File: src/rtl/processor_pkg.sv
// Shared processor constants: instruction layout and special opcodes.
// Used by the fetch stage and its program counter.
package processor_pkg;

  localparam int INSTR_W = 32;
  localparam int FIELD_W = 8;

  localparam int OP_MSB = 31;
  localparam int A_MSB  = 23;
  localparam int B_MSB  = 15;
  localparam int C_MSB  = 7;

  localparam logic [FIELD_W-1:0] OP_HALT = 8'hFF;

endpackage

File: src/rtl/fetch_unit_if.sv
// Fetch-to-instructionMemory bus: address out, data back one cycle later.
// master = fetch stage, slave = memory.
interface fetch_unit_if
  import processor_pkg::*;
#(
  parameter int ADDR_W = 8
);

  logic [ADDR_W-1:0]  MEM_ADDR;
  logic [INSTR_W-1:0] MEM_DATA;

  modport master (
    output MEM_ADDR,
    input  MEM_DATA
  );

  modport slave (
    input  MEM_ADDR,
    output MEM_DATA
  );

endinterface

File: src/rtl/program_counter.sv
// Fetch PC pair: pc is the next address to issue, pc_q the one issued last.
// Supports load, hold and wrap-around increment.
module program_counter
  import processor_pkg::*;
#(
  parameter int                ADDR_W   = 8,
  parameter logic [ADDR_W-1:0] RESET_PC = '0
) (
  input  logic              clk,
  input  logic              rst_n,
  input  logic              load,
  input  logic              inc,
  input  logic [ADDR_W-1:0] load_addr,
  output logic [ADDR_W-1:0] pc,
  output logic [ADDR_W-1:0] pc_q
);

  always_ff @(posedge clk or negedge rst_n) begin
    if (!rst_n) begin
      pc   <= RESET_PC;
      pc_q <= RESET_PC;
    end else if (load) begin
      pc <= load_addr;
    end else if (inc) begin
      pc_q <= pc;
      pc   <= pc + ADDR_W'(1);
    end
  end

endmodule

File: src/rtl/fetch_unit.sv
// Instruction fetch stage feeding decode; optional halt opcode
// detection is built when FETCH_HALT_EN is defined.
module fetch_unit
  import processor_pkg::*;
#(
  parameter int                ADDR_W   = 8,
  parameter logic [ADDR_W-1:0] RESET_PC = '0
) (
  input  logic               CLK,
  input  logic               RST,
  input  logic               STALL,
  input  logic               JMP_EN,
  input  logic [ADDR_W-1:0]  JMP_ADDR,
  fetch_unit_if.master       mem,
  output logic [FIELD_W-1:0] OP_OUT,
  output logic [FIELD_W-1:0] A_OUT,
  output logic [FIELD_W-1:0] B_OUT,
  output logic [FIELD_W-1:0] C_OUT,
  output logic [ADDR_W-1:0]  PC_OUT,
  output logic               VALID_OUT,
  output logic               HALTED
);

  logic [ADDR_W-1:0]  pc;
  logic [ADDR_W-1:0]  pc_q;
  logic               pending;
  logic               halted;
  logic               halt_hit;
  logic               pc_inc;
  logic [INSTR_W-1:0] ir;

  assign pc_inc = !JMP_EN && !STALL
               && !halted && !halt_hit;

  program_counter #(
    .ADDR_W   (ADDR_W),
    .RESET_PC (RESET_PC)
  ) u_pc (
    .clk       (CLK),
    .rst_n     (RST),
    .load      (JMP_EN),
    .inc       (pc_inc),
    .load_addr (JMP_ADDR),
    .pc        (pc),
    .pc_q      (pc_q)
  );

  // Re-issue the in-flight address so the data still matches pc_q.
  assign mem.MEM_ADDR = STALL ? pc_q : pc;

`ifdef FETCH_HALT_EN
  assign halt_hit = pending &&
    (mem.MEM_DATA[OP_MSB -: FIELD_W] == OP_HALT);

  always_ff @(posedge CLK or negedge RST) begin
    if (!RST)
      halted <= 1'b0;
    else if (JMP_EN)
      halted <= 1'b0;
    else if (!STALL && !halted && halt_hit)
      halted <= 1'b1;
  end
`else
  assign halt_hit = 1'b0;
  assign halted   = 1'b0;
`endif

  always_ff @(posedge CLK or negedge RST) begin
    if (!RST) begin
      ir        <= '0;
      PC_OUT    <= '0;
      VALID_OUT <= 1'b0;
      pending   <= 1'b0;
    end else if (JMP_EN) begin
      VALID_OUT <= 1'b0;
      pending   <= 1'b0;
    end else if (STALL) begin
      pending   <= pending;
    end else if (halted) begin
      VALID_OUT <= 1'b0;
    end else begin
      ir        <= mem.MEM_DATA;
      PC_OUT    <= pc_q;
      VALID_OUT <= pending;
      pending   <= !halt_hit;
    end
  end

  assign OP_OUT = ir[OP_MSB -: FIELD_W];
  assign A_OUT  = ir[A_MSB  -: FIELD_W];
  assign B_OUT  = ir[B_MSB  -: FIELD_W];
  assign C_OUT  = ir[C_MSB  -: FIELD_W];
  assign HALTED = halted;

endmodule

File: src/flat_wrapper.sv
// flat-port wrapper written by rule: the top's interface ports become plain ports
module fetch_unit_flat import processor_pkg::*;
#(
  parameter int                ADDR_W   = 8,
  parameter logic [ADDR_W-1:0] RESET_PC = '0
)
  (CLK, RST, STALL, JMP_EN, JMP_ADDR, OP_OUT, A_OUT, B_OUT, C_OUT, PC_OUT, VALID_OUT, HALTED, mem_MEM_ADDR, mem_MEM_DATA);
  fetch_unit_if #(.ADDR_W(ADDR_W)) mem_i ();
  input  logic CLK;
  input  logic RST;
  input  logic STALL;
  input  logic JMP_EN;
  input  logic [ADDR_W-1:0] JMP_ADDR;
  output logic [FIELD_W-1:0] OP_OUT;
  output logic [FIELD_W-1:0] A_OUT;
  output logic [FIELD_W-1:0] B_OUT;
  output logic [FIELD_W-1:0] C_OUT;
  output logic [ADDR_W-1:0] PC_OUT;
  output logic VALID_OUT;
  output logic HALTED;
  output wire logic [$bits(mem_i.MEM_ADDR)-1:0] mem_MEM_ADDR;
  input wire logic [$bits(mem_i.MEM_DATA)-1:0] mem_MEM_DATA;
  assign mem_MEM_ADDR = mem_i.MEM_ADDR;
  assign mem_i.MEM_DATA = mem_MEM_DATA;
  fetch_unit #(.ADDR_W(ADDR_W), .RESET_PC(RESET_PC)) u_core (.CLK(CLK), .RST(RST), .STALL(STALL), .JMP_EN(JMP_EN), .JMP_ADDR(JMP_ADDR), .mem(mem_i), .OP_OUT(OP_OUT), .A_OUT(A_OUT), .B_OUT(B_OUT), .C_OUT(C_OUT), .PC_OUT(PC_OUT), .VALID_OUT(VALID_OUT), .HALTED(HALTED));
endmodule
File: config.mk
export PLATFORM = sky130hd
export DESIGN_NAME = fetch_unit_flat
export DESIGN_NICKNAME = d
export VERILOG_FILES = /design/src/rtl/processor_pkg.sv /design/src/rtl/fetch_unit_if.sv /design/src/rtl/program_counter.sv /design/src/rtl/fetch_unit.sv /design/src/flat_wrapper.sv
export SDC_FILE = /design/constraint.sdc
export NUM_CORES = 1
export LEC_CHECK = 0
export ABC_AREA = 1
export ABC_CLOCK_PERIOD_IN_PS = 1200
export CAP_MARGIN = 30
export CORE_UTILIZATION = 30
export CTS_BUF_LIST = sky130_fd_sc_hd__clkbuf_2
export DETAILED_ROUTE_END_ITERATION = 6
export RECOVER_POWER = 25
export SYNTH_ARGS = -nofsm -noshare
export SYNTH_HDL_FRONTEND = slang
export SYNTH_SLANG_ARGS = --single-unit
File: constraint.sdc
create_clock -name CLK -period 1.2 [get_ports CLK]
set_input_delay 0.24 -clock CLK [delete_from_list [all_inputs] [get_ports CLK]]
set_output_delay 0.24 -clock CLK [all_outputs]
set_load 0.05 [all_outputs]
==> results of run 1 <==
worst max-delay path: cells and delay by family, from the launching register on:
kind / cells / cell delay [ns]
DFF: 1 / 0.42
buffers and inverters: 2 / 0.27
and+or+nand+nor: 1 / 0.06
AOI/OAI and AO/OA: 1 / 0.06
cell families after synthesis:
group                      count (synthesis)  synth area share
and+or+nand+nor                          190             0.300
DFF                                       58             0.589
buffers and inverters                     29            0.0539
AOI/OAI and AO/OA                         22            0.0468
xor gates and xnor gates                   1           0.00356
adders and majority gates                  1           0.00508
other                                      1           0.00152
final timing paths:
| kind | cells past startpoint | endpoint | slack [ns] |
|---|---|---|---|
| worst max-delay path | 4 | mem_MEM_ADDR[1] | -0.30 |
| worst min-delay path | 3 | u_core.ir[15] | 0.29 |
| worst max register to register | 5 | u_core.u_pc.pc[2] | 0.06 |
| worst min register to register | 2 | u_core.pending | 0.52 |
| max in group asynchronous | 3 | u_core.u_pc.pc[0] | 0.17 |
| min in group asynchronous | 3 | u_core.ir[30] | 0.50 |
cell usage in the layout (no fill, tap or decap), types with 2 or more instances in the layout:
master	netlist	routed
o21ai_0	16	8
nand3_1	10	9
inv_1	13	8
clkbuf_2	0	13
o21ai_4	0	4
dfrtp_1	58	57
nor2_2	2	2
nand2_1	157	153
a21oi_1	2	2
nor2_1	18	17
nand2_2	1	5
buf_12	0	52
o21ai_2	0	4
clkdlybuf4s50_1	0	41
buf_4	4	32
buf_6	0	2
inv_2	2	6
o21ai_1	2	2
clkinv_2	0	2
timing repair:
| action | 4_1_cts | 5_1_grt |
|---|---|---|
| pin swaps | 3 | 6 |
| endpoints found under the hold margin | 58 | 0 |
| hold buffers | 1 | 0 |
| setup buffers | 14 | 6 |
| setup endpoints to repair | 50 | 53 |
| resized for setup | 17 | 11 |
routing by layer:
metal / track usage / vias up
met4: 0.0833 / 0
met5: 0 / -
met1: 0.218 / 1077
met3: 0.0411 / 11
met2: 0.258 / 94
li1: - / 1184
registers in the layout (all words and copies together), names as in the netlist:
| register | count |
|---|---|
| u_core.PC_OUT | 8 |
| u_core.VALID_OUT | 1 |
| u_core.ir | 32 |
| u_core.pending | 1 |
| u_core.u_pc.pc | 8 |
| u_core.u_pc.pc_q | 8 |
cell type report:
| class | instances | area (um2) | share of cell area |
|---|---|---|---|
| clock buffers | 13 | 65.1 | 0.0146 |
| repair buffers | 131 | 1750 | 0.390 |
| clock inverters | 3 | 40.0 | 0.00896 |
| inverters | 15 | 58.8 | 0.0132 |
| multi-input cells | 215 | 981 | 0.219 |
| flip-flops and latches | 58 | 1450 | 0.325 |
| well taps | 102 | 128 | 0.0285 |
power by group through the flow:
stage,clock network (mW),registers [mW],logic (mW)
3_5_place_dp,0,2.51,2.50
6_report,1.20,2.47,2.67
2_1_floorplan,0,3.04,0.530
4_1_cts,1.27,2.47,2.63
3_3_place_gp,0,2.50,2.48
5_1_grt,1.34,2.50,2.83
==> impl_metrics.ini, run 1 <==
[status]
status = complete, but fails checks
violations = setup timing

[synthesis]
synthFlopType = dfrtp_1
yosysTopAreaCellShare = 0.589
ys_types = 21
synth-edff-count = 0
ys_seq_area_frac = 0.589
yosys_register_bits = 58
avgSynthCellArea_um2 = 8.15
ys_top_cells_by_count = 157 x nand2_1, 58 x dfrtp_1, 18 x nor2_1, 16 x o21ai_0, 13 x inv_1
synth.area.top_cells = dfrtp_1 59%, nand2_1 24%, o21ai_0 3.3%, nor2_1 2.7%, nand3_1 2.0%
synthesis.area_um2 = 2460
synthCells = 302
synth.most_common_cell = nand2_1
synthArstFlopShare = 1.00
synth_top_cell_by_area = dfrtp_1
ys_warn_count = 0
synth_fp_nets = 347

[global_route]
grt_max_degree = 59
grt_pass1_wl_um = 11100
antenna_found_initial = 0
grt.total_usage = 0.167
grt-ovfl-total = 0
grt_pass1_vias = 2282

[sta]
hold_viol = 0
tns_ns = -6.08
setup_ws_ns = -0.298
worst_slew_pin_slew_ns = 0.784
rsz0062_at_grt = true
fin_crit_sh = 1.25
timing.final.crit_period_ns = 1.50
slew_violations = 0
skew_ns = 0.00846
whs_ns = 0.292
max_freq_mhz = 667
slew_headroom = 0.478
finalSetupViolations = 49

[cts]
clockBufferDepth = 2
htreeDepth = 3
clk_pin_slew_ns = 0.16
insertion_delay_ns = 0.45
cts_tree = done
cts_root_buf = clkbuf_2
clkSinkCount = 58
cts_buffers = 9

[pwr]
pwr-share-comb = 0.422
power.total_mw = 6.34
power.internal_mw = 4.02
switching_power_mw = 2.31
clkPwrFrac = 0.189
ir_drop_mv = 0.755
p_leak_nw = 2.20
sw_frac_of_total = 0.365
power_density_nw_per_um2 = 1420
sequentialPowerShare = 0.389

[setup_path]
max_stage_delay_ns = 0.42
worstPathArrival_ns = 1.26
end_kind = primary output
path_cells = buf_6, nand2_2, o21ai_2, buf_12
start_kind = flip-flop
cp_slowest_cell = dfrtp_1
crit_path_start = u_core.u_pc.pc[1]
critPathKind = reg2out
crit_required_ns = 0.96
cp_max_fo = 2
r2r-start = u_core.u_pc.pc[0]

[detailed_routing]
drt-initial-drc-count = 129
top_layer_used = met4
wl_met3_um = 493
remaining_drc_errors = 0
vias = 2366
first_pass_iters = 4
wl_um = 6740
met2_wirelength_um = 3200
post_drt_wl_per_cell_um = 12.6
routed_via_density = 4.41
routedLengthMet1_um = 2950
antenna_left = 0

[finish]
nets = 475
final_cells = 537
fin_util = 0.570
antenna_cells = 0
stdcell_area_um2 = 4470
area_delta_synth_final_pct = 81.6
fillCellCount = 731
final_layout_size_suffix_gt1_frac = 0.299

[floorplan]
core_area_um2 = 7850
die_w_um = 92.6
start_util = 0.314
io_pins = 94
dieArea_um2 = 8570
dieHeight_um = 92.6
rows = 32

[placement]
place_area_um2 = 4130
place.gp.congestion = 0.799
place_inst = 501
dp_slack_ns = -0.398
dp_hpwl_um = 4540
portBuffers = 92

[hold_path]
hp-class = in2reg
hold_start = mem_MEM_DATA[15]

[job]
cap_viol_max_count = 0
No activity file was read; power rests on OpenSTA's default activity.
==> run 2, diff against run 1 <==
--- a/config.mk
+++ b/config.mk
@@ -5,7 +5,6 @@
 export SDC_FILE = /design/constraint.sdc
 export NUM_CORES = 1
 export LEC_CHECK = 0
-export ABC_AREA = 1
 export ABC_CLOCK_PERIOD_IN_PS = 1200
 export CAP_MARGIN = 30
 export CORE_UTILIZATION = 30
==> impl_metrics.ini, run 2 <==
[status]
status = complete, but fails checks
violations = setup timing

[synthesis]
synth_top_family_by_area = multiplexers
ys_warn_count = 0
yosys.area_share.simple = 0.0682
synth-edff-count = 0
synth.most_common_cell = dfrtp_1
synth_fp_nets = 217
synth_top_cell_by_area = dfrtp_1
yosys_register_bits = 58
synth.area.top_cells = dfrtp_1 59%, mux2_2 25%, o21ai_0 1.6%, nand2_1 1.5%, xor2_1 1.1%
synthMuxAreaShare = 0.257
avgSynthCellArea_um2 = 14.2
ys_top_cells_by_count = 58 x dfrtp_1, 54 x mux2_2, 10 x nand2_1, 8 x o21ai_0
ys_seq_area_frac = 0.595
synth_adder_area_share = 0.00513
yosysTopAreaCellShare = 0.595
synthCells = 172
synthFlopType = dfrtp_1
synth-xor-area-share = 0.0144
ys_types = 26
synth_compound_area_frac = 0.0256
synthesis.area_um2 = 2440
synthArstFlopShare = 1.00

[detailed_routing]
wl_um = 5770
drt-initial-drc-count = 80
remaining_drc_errors = 0
routed_via_density = 4.45
first_pass_iters = 4
antenna_left = 0
post_drt_wl_per_cell_um = 14.0
vias = 1828

[floorplan]
io_pins = 94
core_area_um2 = 7810
dieArea_um2 = 8500
rows = 32
die_w_um = 92.2
dieHeight_um = 92.2
start_util = 0.313

[setup_path]
start_kind = flip-flop
crit_path_start = u_core.u_pc.pc[0]
reg2regPathDepth = 5
cp_max_fo = 2
worstPathArrival_ns = 1.43
end_kind = primary output
critPathKind = reg2out
r2r-start = u_core.u_pc.pc[5]
crit_required_ns = 0.96

[pwr]
ir_drop_mv = 0.721
switching_power_mw = 2.51
power.internal_mw = 4.29
sw_frac_of_total = 0.370
clkPwrFrac = 0.140
power.total_mw = 6.80
p_leak_nw = 1.97
power_density_nw_per_um2 = 1540
pwr-share-comb = 0.479
sequentialPowerShare = 0.381

[global_route]
grt_pass1_wl_um = 9350
grt_max_degree = 35
grt_pass1_vias = 1917
grt.total_usage = 0.145
grt-ovfl-total = 0
antenna_found_initial = 0

[finish]
final_common_cell = dfrtp_1
final_layout_size_suffix_gt1_frac = 0.553
antenna_cells = 0
final_cell_mix = 56 x dfrtp_1, 49 x mux2_2, 48 x buf_12
nets = 350
final_cells = 411
fillCellCount = 661
fin_util = 0.565
top_register = u_core.ir
area_delta_synth_final_pct = 80.9
largest_reg_flops = 32

[sta]
timing.final.crit_period_ns = 1.67
slew_violations = 0
finalSetupViolations = 55
skew_ns = 0.0162
hold_viol = 0
setup_ws_ns = -0.472
rsz0062_at_grt = true
fin_crit_sh = 1.39
max_freq_mhz = 598
whs_ns = 0.124

[placement]
place_inst = 374
portBuffers = 92
dp_hpwl_um = 4020
place.gp.congestion = 0.746

[cts]
htreeDepth = 3
cts_tree = done
clkSinkCount = 58
cts_root_buf = clkbuf_2
clk_pin_slew_ns = 0.15
cts_buffers = 9
clockBufferDepth = 2
insertion_delay_ns = 0.46

[job]
cap_viol_max_count = 0

[hold_path]
hp-class = in2async
## run 2: area by class of cell
type | count | area [um2] | share of cell area
Clock inverter | 3 | 17.5 | 0.00397
Clock buffer | 12 | 60.1 | 0.0136
Multi-Input combinational cell | 101 | 987 | 0.224
Tap cell | 102 | 128 | 0.0289
Timing Repair Buffer | 133 | 1760 | 0.399
Sequential cell | 58 | 1450 | 0.329
Inverter | 2 | 7.51 | 0.00170
## run 2: logic make-up (layout without fill, tap and decap cells)
group	after synthesis	after routing
flops	58	58
mux	56	56
simple gates	28	28
compound gates	11	11
buf+inv	13	150
xor+xnor	4	4
other cells	1	1
fa+ha+maj	1	1
## run 2: routing by layer
| metal | track usage | part of all wire |
|---|---|---|
| met5 | 0 | 0 |
| met1 | 0.184 | 0.44 |
| met4 | 0.0508 | 0.015 |
| met3 | 0.0481 | 0.062 |
| met2 | 0.231 | 0.48 |
## run 2: power groups by stage
stage	Sequential [mW]	Combinational, mW	Clock, mW
floorplan	3.34	0.661	0
global placement	2.64	3.01	0
detailed placement	2.65	3.03	0
CTS	2.59	3.23	1.02
global route	2.64	3.39	1.10
finish	2.59	3.26	0.950
## run 2: worst paths after layout
check	endpoint	slack, ns
max in group asynchronous	u_core.ir[20]	0.31
worst min-delay path	u_core.ir[25]	0.12
worst max register to register	u_core.u_pc.pc[6]	-0.15
worst min register to register	u_core.PC_OUT[6]	0.54
worst max-delay path	mem_MEM_ADDR[0]	-0.47
min in group CLK	u_core.u_pc.pc[2]	0.31
## run 2: repair_timing
| item | in CTS | in global routing |
|---|---|---|
| pin swaps | 4 | 7 |
| buffers inserted | 15 | 6 |
| hold buffers | 1 | 0 |
| resized for setup | 19 | 9 |
| cloned | 1 | 0 |
| endpoints found under the setup margin | 54 | 56 |
| hold endpoints to repair | 58 | 0 |
## run 2: stage by stage
step | area [um2] | worst slack (ns) | TNS (ns)
3_5_place_dp | 4070 | -0.519 | -30.85
4_1_cts | 4350 | -0.521 | -9.67
3_3_place_gp | 4070 | -0.504 | -28.56
2_1_floorplan | 2460 | -0.0300 | -0.620
6_report | 4410 | -0.472 | -7.17
5_1_grt | 4410 | -0.556 | -11.70
## run 2: worst max-delay path, stage by stage, from the launching register on
cell,delay (ns)
dfrtp_1,0.42
buf_6,0.12
mux2_4,0.28
buf_8,0.15
